`src/rtl/gate_share_arbiter.sv`:
```
// Two-requester round-robin arbiter that sequences operations through one shared
// external gate unit and returns each result with its requester ID.
module gate_share_arbiter #(
    parameter int WIDTH = 1,
    parameter int CNT_W = 8
) (
    input  logic             clk,
    input  logic             rst_n,
    input  logic [1:0]       req_valid,
    output logic [1:0]       req_ready,
    input  logic [WIDTH-1:0] req0_a,
    input  logic [WIDTH-1:0] req0_b,
    input  logic [2:0]       req0_op,
    input  logic [WIDTH-1:0] req1_a,
    input  logic [WIDTH-1:0] req1_b,
    input  logic [2:0]       req1_op,
    output logic [WIDTH-1:0] gate_a,
    output logic [WIDTH-1:0] gate_b,
    output logic [2:0]       gate_op,
    input  logic [WIDTH-1:0] gate_out,
    output logic             rsp_valid,
    input  logic             rsp_ready,
    output logic             rsp_id,
    output logic [WIDTH-1:0] rsp_data,
    output logic             busy,
    output logic [CNT_W-1:0] done_count
);

    typedef enum logic [1:0] {IDLE, ISSUE, RESP} state_t;

    state_t             state_q;
    logic               rr_ptr_q;
    logic [WIDTH-1:0]   gate_a_q;
    logic [WIDTH-1:0]   gate_b_q;
    logic [2:0]         gate_op_q;
    logic               rsp_valid_q;
    logic               rsp_id_q;
    logic [WIDTH-1:0]   rsp_data_q;
    logic [CNT_W-1:0]   done_count_q;
    logic [CNT_W-1:0]   done_count_d;
    logic [1:0]         grant;
    logic               grant_id;

    // Grant is suppressed while reset is held so nothing is offered during reset.
    always_comb begin
        grant = 2'b00;
        if (state_q == IDLE && rst_n) begin
            case (req_valid)
                2'b01:   grant = 2'b01;
                2'b10:   grant = 2'b10;
                2'b11:   grant = rr_ptr_q ? 2'b10 : 2'b01;
                default: grant = 2'b00;
            endcase
        end
    end

    assign grant_id     = grant[1];
    assign done_count_d = (done_count_q == {CNT_W{1'b1}}) ? done_count_q
                                                          : done_count_q + CNT_W'(1);

    always_ff @(posedge clk) begin
        if (!rst_n) begin
            state_q      <= IDLE;
            rr_ptr_q     <= 1'b0;
            gate_a_q     <= '0;
            gate_b_q     <= '0;
            gate_op_q    <= '0;
            rsp_valid_q  <= 1'b0;
            rsp_id_q     <= 1'b0;
            rsp_data_q   <= '0;
            done_count_q <= '0;
        end else begin
            case (state_q)
                IDLE: begin
                    if (grant != 2'b00) begin
                        gate_a_q  <= grant_id ? req1_a  : req0_a;
                        gate_b_q  <= grant_id ? req1_b  : req0_b;
                        gate_op_q <= grant_id ? req1_op : req0_op;
                        rsp_id_q  <= grant_id;
                        state_q   <= ISSUE;
                    end
                end
                ISSUE: begin
                    rsp_data_q  <= gate_out;
                    rsp_valid_q <= 1'b1;
                    state_q     <= RESP;
                end
                RESP: begin
                    // Priority flips to the other requester only once a response retires.
                    if (rsp_ready) begin
                        rsp_valid_q  <= 1'b0;
                        rr_ptr_q     <= ~rsp_id_q;
                        done_count_q <= done_count_d;
                        state_q      <= IDLE;
                    end
                end
                default: state_q <= IDLE;
            endcase
        end
    end

    assign req_ready  = grant;
    assign gate_a     = gate_a_q;
    assign gate_b     = gate_b_q;
    assign gate_op    = gate_op_q;
    assign rsp_valid  = rsp_valid_q;
    assign rsp_id     = rsp_id_q;
    assign rsp_data   = rsp_data_q;
    assign busy       = (state_q != IDLE);
    assign done_count = done_count_q;

endmodule

```
`config.mk`:
```
export PLATFORM = sky130hd
export DESIGN_NAME = gate_share_arbiter
export DESIGN_NICKNAME = d
export VERILOG_FILES = /design/src/rtl/gate_share_arbiter.sv
export SDC_FILE = /design/constraint.sdc
export NUM_CORES = 1
export LEC_CHECK = 0
export ABC_CLOCK_PERIOD_IN_PS = 2000
export CORE_ASPECT_RATIO = 0.9
export CORE_MARGIN = 3
export CORE_UTILIZATION = 42
export DETAILED_ROUTE_END_ITERATION = 16
export GPL_ROUTABILITY_DRIVEN = 0
export PLACE_DENSITY = 0.82
export SLEW_MARGIN = 20
export SYNTH_ARGS = -nofsm -noshare
export SYNTH_HDL_FRONTEND = slang
export SYNTH_SLANG_ARGS = --single-unit
```
`constraint.sdc`:
```
create_clock -name clk -period 2 [get_ports clk]
set_input_delay 0.4 -clock clk [delete_from_list [all_inputs] [get_ports clk]]
set_output_delay 0.4 -clock clk [all_outputs]
set_load 0.005 [all_outputs]
```
==> results of run 1 <==
==> tightest hold or removal path: cells and delay by family, from the launching register on <==
kind               cells  cell delay, ns
AOI/OAI and AO/OA      1            0.05
DFF                    1            0.34
and+or+nand+nor        1            0.06
==> kinds of logic after synthesis <==
logic type      Yosys count  share of synthesized area
buf+inv                   7                    0.02972
mux                       4                    0.04324
simple gates             44                     0.2635
compound gates           33                     0.2392
fa+ha+maj                 1                    0.01351
flops                    19                     0.4108
==> metal layers <==
layer | global-route usage | wire length, um
met1 | 0.2760 | 1308
met2 | 0.3307 | 1336
met3 | 0.07455 | 148
met4 | 0.09312 | 51
met5 | 0 | 0
==> synth_stat cells (all sizes together) (2+ instances only) <==
cell	n	share of area
a211oi	3	0.024
a21oi	4	0.022
a31oi	5	0.034
a41oi	2	0.019
clkbuf	2	0.0081
dfxtp	19	0.41
inv	3	0.012
mux2i	4	0.043
nand2	9	0.036
nand2b	2	0.014
nand3	9	0.049
nor2	6	0.024
nor3b	3	0.024
o21ai	9	0.049
o41ai	5	0.047
==> cell type report <==
| type | instances | area (um^2) |
|---|---|---|
| Multi-Input combinational cell | 82 | 533.0 |
| Sequential cell | 19 | 382.9 |
| Clock buffer | 4 | 26.28 |
| Timing Repair Buffer | 48 | 440.4 |
| Inverter | 4 | 15.01 |
| Fill cell | 163 | 579.3 |
| Tap cell | 25 | 31.28 |
==> where the power goes <==
group,internal [mW],switching (mW),total [mW]
clock,0.0780,0.124,0.202
sequential,0.400,0.0136,0.414
combinational,0.118,0.0851,0.203
total,0.597,0.223,0.819
==> per-stage QoR <==
stage	TNS, ns	util	worst slack, ns
after floorplan	0	-	0.2714
after global placement	-1.004	0.6885	-0.5414
after detailed placement	-1.365	0.6885	-0.6091
after CTS	0	0.7072	0.008677
after global routing	-0.03669	0.7115	-0.02215
final	0	0.7115	0.03463
==> state kept, by name (all words and copies together), names as in the netlist <==
signal      cells
rsp_data        1
gate_b          1
rsp_valid       1
rsp_id          1
gate_a          1
gate_op         3
done_count      8
rr_ptr_q        1
state_q         2
==> timing repair <==
item	4_1_cts	5_1_grt
buffers inserted	1	0
pin swaps	2	1
gates resized for setup	13	2
hold buffers	0	0
endpoints found under the setup margin	2	2
==> worst max-delay path by stage <==
| stage | endpoint | slack, ns | start |
|---|---|---|---|
| after floorplan | req_ready[1] | 0.27 | rst_n |
| after global placement | req_ready[1] | -0.54 | rst_n |
| after detailed placement | req_ready[1] | -0.61 | rst_n |
| after CTS | req_ready[0] | 0.009 | state_q[0] |
| after global routing | req_ready[0] | -0.02 | state_q[0] |
| final | req_ready[1] | 0.03 | state_q[0] |
==> qor_table.md, run 1 <==
| Metric | This run |
|---|---|
| Post-DP Area | 0.001383 mm^2 |
| CP Max Fanout | 2 |
| Mean routed wirelength per cell | 15.62 um |
| 1st-pass router iterations | 4 |
| Count of warnings emitted by yosys | 0 |
| Post-synthesis sequential element count | 19 |
| Number of nets in the layout | 175 |
| Post-Layout Inst Area | 0.001429 mm^2 |
| Worst slew margin relative to its limit | 0.7684 |
| Synthesized instance count | 108 |
| Antenna diode count | 0 |
| Number of H-tree branching levels | 1 |
| Clock latency at the later pin of the worst-skew pair | 0.31 ns |
| Most frequent standard cell in the layout excluding fill and tap cells | clkdlybuf4s50_1 |
| Most used cells in the layout excluding fill and tap cells | clkdlybuf4s50_1, dfxtp_1, buf_4, nand3_1, nand2_1 |
| Final hold slack | 0.4753 ns |
| Share of post-route cells with drive strength above 1 | 0.1656 |
| Worst hold path type | reg -> reg |
| Starting utilization of the core area | 0.4611 |
| Share of the clock period used by the worst path | 0.9827 |
| Net count after synthesis | 125 |
| Final setup violation count | 0 |
| Non-filler cells in the finished layout | 182 |
| Maximum clock frequency | 508.8 MHz |
| Die Footprint | 0.002804 mm^2 |
| Global-route wire length before repair | 4.733 mm |
| Overall Power | 819.1 uW |
| First-iteration detailed-routing DRC count | 36 |
| Tightest Pin Transition | 0.3430 ns |
| Total global routing overflow | 0 |
| Count of buffers inserted at the top-level ports | 34 |
| Syn Area/Cell | 8.573 um^2 |
| Outcome | completed |
| Number of cells on the worst reg-to-reg path | 5 |
| Bufs on Longest Clock Path | 2 |
| Final hold violation count | 0 |
| Peak supply drop | 538.6 uV |
| Number of enable flip-flop cells after synthesis | 0 |
| Layout overhead on the synthesized area | 54.32% |
| Antenna violations before repair | 0 |
| Total wire length | 2.843 mm |
| Setup repair after global routing missed its margin | yes |
| Max-cap violation count | 0 |
| Critical Path Start Type | flop |
| Worst reg2reg startpoint | state_q[1] |
| Final worst path period need | 1.965 ns |
| Via count of the first global-routing pass | 987 |
| CTS tree | built |
| Top flip-flop cell by instance count after synthesis | dfxtp_1 |
| Longest individual stage delay on the worst path | 0.40 ns |
| Remaining antenna violation count | 0 |
| Data arrival time of the critical path | 1.57 ns |
| Maximum number of pins on one net before global-route repair | 15 |
| Overall die height | 50.54 um |
| HP Start | rsp_id |
| Sequence of cells on the critical path | or3b_4 > or3_4 > inv_2 > buf_2 |
| Count of vias placed by the detailed router | 1,028 |
| Kind of cell adding the most delay to the critical path | simple AND/OR/NAND/NOR gates |
| Endpoint class of the critical path | primary output |
| Worst Hold Depth | 2 |
| Number of cells on the critical path | 4 |
| Width of the chip | 55.49 um |
| Final Max Tran Viols | 0 |
| Dpl cells | 177 |
| Part of the Yosys area used for sequential elements | 0.4108 |
| Core area | 0.002008 mm^2 |
| GRT Resource Usage Total | 0.2162 |
| Average vias per placed instance | 5.648 |
| Critical setup path kind | reg -> out |
| Clk sinks | 19 |
| CP max stage cell | or3b_4 |
| Worst reg2reg setup slack | 0.37 ns |
| CTS root buf | clkbuf_4 |
| IO Count | 35 |
| Static Leakage | 0.5449 nW |
| Number of clock buffers inserted by TritonCTS | 3 |
| Number of DRC violations after detailed routing | 0 |
| Std cell rows | 15 |
| Number of unique standard cell types used by synthesis | 39 |
| PwrDens | 573.3 mW/mm^2 |
| Reg clk slew, reported paths | 0.12 ns |
| Synthesized area | 925.9 um^2 |
| Setup Skew | 0.01698 ns |
| CP Buf/Inv Count | 2 |
| Post-DP HPWL | 2.066 mm |
| Worst hold path endpoint | rsp_id |
| Endpoint of the most critical register-to-register path | done_count[7] |
| Fraction of synthesis flops using an asynchronous set or reset pin | 0 |
| Data required time of the critical path | 1.60 ns |
(Power assumes the default switching activity.)
==> run 2: changes to the inputs <==
Settings changed: HOLD_SLACK_MARGIN from default to 0.02, TNS_END_PERCENT from default to 20.
==> qor_table.md, run 2 (same netlist as run 1, synthesis figures left out) <==
| Metric | This run |
|---|---|
| Setup Skew | 0.01790 ns |
| Count of vias placed by the detailed router | 1,027 |
| Layout overhead on the synthesized area | 53.92% |
| PwrDens | 573.3 mW/mm^2 |
| Antenna diode count | 0 |
| Total global routing overflow | 0 |
| Average vias per placed instance | 5.643 |
| Final worst path period need | 1.968 ns |
| Overall die height | 50.54 um |
| Count of buffers inserted at the top-level ports | 34 |
| GRT Resource Usage Total | 0.2162 |
| Total wire length | 2.814 mm |
| Critical setup path kind | reg -> out |
| Maximum number of pins on one net before global-route repair | 15 |
| Max reg flops | 8 |
| Mean routed wirelength per cell | 15.46 um |
| Tightest Pin Transition | 0.3480 ns |
| CTS root buf | clkbuf_4 |
| Most used cells in the layout excluding fill and tap cells | clkdlybuf4s50_1, dfxtp_1, buf_4, nand3_1, nand2_1 |
| Most frequent standard cell in the layout excluding fill and tap cells | clkdlybuf4s50_1 |
| Worst hold path type | reg -> reg |
| Number of clock buffers inserted by TritonCTS | 3 |
| Critical Path Start Type | flop |
| Non-filler cells in the finished layout | 182 |
| Post-DP HPWL | 2.066 mm |
| Final Max Tran Viols | 0 |
| Setup TNS after final layout | 0 ns |
| IO Count | 35 |
| Worst slew margin relative to its limit | 0.7650 |
| Core area | 0.002008 mm^2 |
| Share of post-route cells with drive strength above 1 | 0.1656 |
| Std cell rows | 15 |
| Peak supply drop | 538.2 uV |
| Critical Path Start | state_q[0] |
| Die Footprint | 0.002804 mm^2 |
| Worst reg2reg startpoint | state_q[1] |
| Endpoint class of the critical path | primary output |
| Number of H-tree branching levels | 1 |
| Number of nets in the layout | 175 |
| Final setup violation count | 0 |
| Share of the clock period used by the worst path | 0.9839 |
| Starting utilization of the core area | 0.4611 |
| Reg clk slew, reported paths | 0.12 ns |
| Clk sinks | 19 |
| CP Max Fanout | 12 |
| HP Start | rsp_id |
| Data arrival time of the critical path | 1.57 ns |
| Area taken by multi-input logic gates | 533.0 um^2 |
| Remaining antenna violation count | 0 |
| Dpl cells | 177 |
| Maximum clock frequency | 508.2 MHz |
| Bufs on Longest Clock Path | 2 |
| Data required time of the critical path | 1.60 ns |
| Setup repair after global routing missed its margin | yes |
| Final hold violation count | 0 |
| Clock latency at the later pin of the worst-skew pair | 0.31 ns |
| Outcome | completed |
| First-iteration detailed-routing DRC count | 51 |
| Antenna violations before repair | 0 |
| Layout fillers | 164 |
| CTS tree | built |
| 1st-pass router iterations | 4 |
| Width of the chip | 55.49 um |
| Combined flip-flop and latch cell area | 382.9 um^2 |
| Number of DRC violations after detailed routing | 0 |
| Static Leakage | 0.5434 nW |
| Global-route wire length before repair | 4.733 mm |
| Max-cap violation count | 0 |
| Quantity of hold-fixing buffers added after cts | 0 |
| Via count of the first global-routing pass | 987 |
## run 2: cell counts in the layout (fill, tap and decap cells not counted)
No cell type changed its count.
## run 2: layout make-up
type	instances	share of cell area
Sequential cell	19	0.2687
Inverter	4	0.01054
Tap cell	25	0.02195
Multi-Input combinational cell	82	0.3740
Clock buffer	4	0.01844
Timing Repair Buffer	48	0.3064
## run 2: worst max-delay path, stage by stage (launching register included)
cell	delay, ns
dfxtp_2	0.33
or3b_4	0.39
buf_4	0.19
nor2_4	0.12
dlygate4sd2_1	0.24
## run 2: through the flow
step | power, mW | cell area [um^2] | worst slack (ns) | util | hold slack [ns]
finish | 0.8170 | 1425 | 0.03229 | 0.7097 | 0.4759
global route | 0.8560 | 1425 | -0.04507 | 0.7097 | 0.5153
CTS | 0.8152 | 1420 | 0.008677 | 0.7072 | 0.4789
detailed placement | 0.6154 | 1383 | -0.6091 | 0.6885 | 0.4625
global placement | 0.6096 | 1383 | -0.5414 | 0.6885 | 0.4716
floorplan | 0.4940 | 925.9 | 0.2714 | - | 0.4526
## run 2: where the power goes
| part | total, mW | leakage [nW] | internal [mW] | switching (mW) |
|---|---|---|---|---|
| sequential | 0.414 | 0.155 | 0.400 | 0.0137 |
| combinational | 0.200 | 0.373 | 0.117 | 0.0839 |
| clock | 0.202 | 0.0150 | 0.0780 | 0.124 |
| total | 0.817 | 0.543 | 0.595 | 0.222 |
## run 2: worst paths after layout
check	end	slack, ns	cells after the start
hold / removal	rsp_id	0.48	2
setup reg to reg	done_count[7]	0.37	5
hold reg to reg	rsp_id	0.48	2
setup / recovery	req_ready[0]	0.03	4
## run 2: routing by layer
metal | vias up | track usage | wire length, um
met3 | 7 | 0.07455 | 199
met2 | 33 | 0.3307 | 1316
li1 | 512 | - | -
met4 | 0 | 0.09312 | 44
met1 | 475 | 0.2760 | 1253
met5 | - | 0 | 0
## run 2: repair_timing
item,in CTS,in global routing
resized for setup,13,1
setup endpoints to repair,2,2
pin swaps,2,1
cloned,0,0
buffers inserted,1,0
==> run 3: changes to the inputs <==
Settings changed: ABC_CLOCK_PERIOD_IN_PS 2000 to 2200, CORE_ASPECT_RATIO 0.9 to 1.5.
Clock period 2 ns to 2.2 ns, I/O delays scaled along.
==> qor_table.md, run 3 (same netlist as run 1, synthesis figures left out) <==
| Metric | This run |
|---|---|
| CTS tree | built |
| Kind of cell adding the most delay to the critical path | simple AND/OR/NAND/NOR gates |
| Setup Skew | 0.004669 ns |
| Std cell rows | 20 |
| Data arrival time of the critical path | 1.68 ns |
| Overall die height | 63.51 um |
| Non-filler cells in the finished layout | 178 |
| PwrDens | 520.2 mW/mm^2 |
| Total global routing overflow | 0 |
| Number of DRC violations after detailed routing | 0 |
| Setup repair after global routing missed its margin | no |
| Number of cells on the worst reg-to-reg path | 4 |
| Dpl cells | 174 |
| Clk sinks | 19 |
| Via count of the first global-routing pass | 1,112 |
| Worst reg2reg startpoint | state_q[0] |
| Worst slew margin relative to its limit | 0.7900 |
| Final hold violation count | 0 |
| Quantity of hold-fixing buffers added after cts | 0 |
| Worst hold path endpoint | rsp_id |
| Share of post-route cells with drive strength above 1 | 0.1410 |
| First-iteration detailed-routing DRC count | 44 |
| Register share of total power | 0.512 |
| Core area | 0.002052 mm^2 |
| Endpoint of the most critical register-to-register path | done_count[7] |
| CP Buf/Inv Count | 3 |
| HP Start | rsp_id |
| CP Max Fanout | 2 |
| 1st-pass router iterations | 4 |
| Layout overhead on the synthesized area | 52.70% |
| Final setup violation count | 0 |
| Number of clock buffers inserted by TritonCTS | 3 |
| Post-Layout Inst Area | 0.001414 mm^2 |
| Most used cells in the layout excluding fill and tap cells | clkdlybuf4s50_1, dfxtp_1, buf_4, nand3_1, nand2_1 |
| Total wire length | 2.679 mm |
| CTS root buf | clkbuf_4 |
| Int Power | 540.6 uW |
| Bufs on Longest Clock Path | 2 |
| Endpoint class of the critical path | primary output |
| IO Count | 35 |
| Longest individual stage delay on the worst path | 0.40 ns |
| Max-cap violation count | 0 |
| Worst reg2reg setup slack | 0.70 ns |
| Data required time of the critical path | 1.76 ns |
| Clock latency at the later pin of the worst-skew pair | 0.30 ns |
| Share of the clock period used by the worst path | 0.9617 |
| Number of nets in the layout | 174 |
| Peak supply drop | 293.3 uV |
| GRT Resource Usage Total | 0.2140 |
| Worst hold path type | reg -> reg |
| Worst Hold Depth | 2 |
| Gate power share | 0.245 |
| Sequence of cells on the critical path | dlygate4sd2_1 > or3b_4 > or3_4 > inv_1 > clkdlybuf4s15_2 |
| Post-DP HPWL | 2.096 mm |
| Tightest Pin Transition | 0.3110 ns |
| Post-DP Area | 0.001379 mm^2 |
| Final worst path period need | 2.116 ns |
| Critical Path Start Type | input pin |
| Count of buffers inserted at the top-level ports | 34 |
| Switch share | 0.2650 |
| Power dissipated by switching net loads | 194.9 uW |
| Setup TNS after final layout | 0 ns |
| Mean routed wirelength per cell | 15.05 um |
| Most frequent standard cell in the layout excluding fill and tap cells | clkdlybuf4s50_1 |
| Static Leakage | 0.5356 nW |
| Outcome | completed |
| Antenna violations before repair | 0 |
| Starting utilization of the core area | 0.4512 |
| Count of vias placed by the detailed router | 1,055 |
| Remaining antenna violation count | 0 |
| Die Footprint | 0.002815 mm^2 |
| Number of H-tree branching levels | 1 |
| Reg clk slew, reported paths | 0.11 ns |
| Antenna diode count | 0 |
| Maximum clock frequency | 472.6 MHz |
| Average vias per placed instance | 5.927 |
| CP max stage cell | or3_4 |
| Width of the chip | 44.34 um |
| Critical setup path kind | in -> out |
| Global-route wire length before repair | 4.692 mm |
| Clock group share of total power | 0.243 |
| Max reg flops | 8 |
| Maximum number of pins on one net before global-route repair | 15 |
| Final Max Tran Viols | 0 |
[run 3: final cells by class]
class / instances / area, um^2
Clock buffer: 4 / 26.28
Fill cell: 183 / 638.1
Inverter: 4 / 15.01
Multi-Input combinational cell: 82 / 528.0
Sequential cell: 19 / 380.4
Tap cell: 22 / 27.53
Timing Repair Buffer: 47 / 436.7
[run 3: power by group through the flow]
stage	registers, mW	clock network (mW)	logic [mW]
CTS	0.376	0.182	0.180
global route	0.379	0.191	0.196
detailed placement	0.383	0	0.177
floorplan	0.385	0	0.0639
finish	0.376	0.179	0.180
global placement	0.383	0	0.172
[run 3: stage by stage]
| step | util | hold WS, ns | total power, mW | setup slack, ns |
|---|---|---|---|---|
| 6_report | 0.6890 | 0.4885 | 0.7355 | 0.08419 |
| 5_1_grt | 0.6890 | 0.5377 | 0.7658 | 0.03714 |
| 4_1_cts | 0.6890 | 0.4895 | 0.7382 | 0.07896 |
| 3_5_place_dp | 0.6720 | 0.4745 | 0.5595 | -0.4459 |
| 3_3_place_gp | 0.6720 | 0.4609 | 0.5551 | -0.4242 |
| 2_1_floorplan | - | 0.4526 | 0.4491 | 0.3914 |
[run 3: what timing repair did]
item | 4_1_cts | 5_1_grt
setup buffers | 0 | 0
setup endpoints to repair | 2 | 0
gates resized for setup | 8 | 0
[run 3: metal layers]
metal,wire (um),GRT usage,up-vias
met4,51,0.06792,0
met2,1445,0.3996,50
met5,0,0,-
li1,-,-,510
met3,164,0.03429,10
met1,1019,0.2308,485
[run 3: worst register-to-register path, delay by kind of cell, from the launching register on]
| kind | cells | cell delay [ns] |
|---|---|---|
| AND/OR/NAND/NOR | 2 | 0.66 |
| flip-flops | 1 | 0.33 |
| AO/OA/AOI/OAI | 1 | 0.28 |
| buffers and inverters | 1 | 0.15 |
[run 3: worst max-delay path by stage]
stage               cells past startpoint   from            to
floorplan                               4  rst_n  req_ready[1]
global placement                        5  rst_n  req_ready[1]
detailed placement                      5  rst_n  req_ready[1]
CTS                                     5  rst_n  req_ready[1]
global route                            5  rst_n  req_ready[1]
finish                                  5  rst_n  req_ready[1]
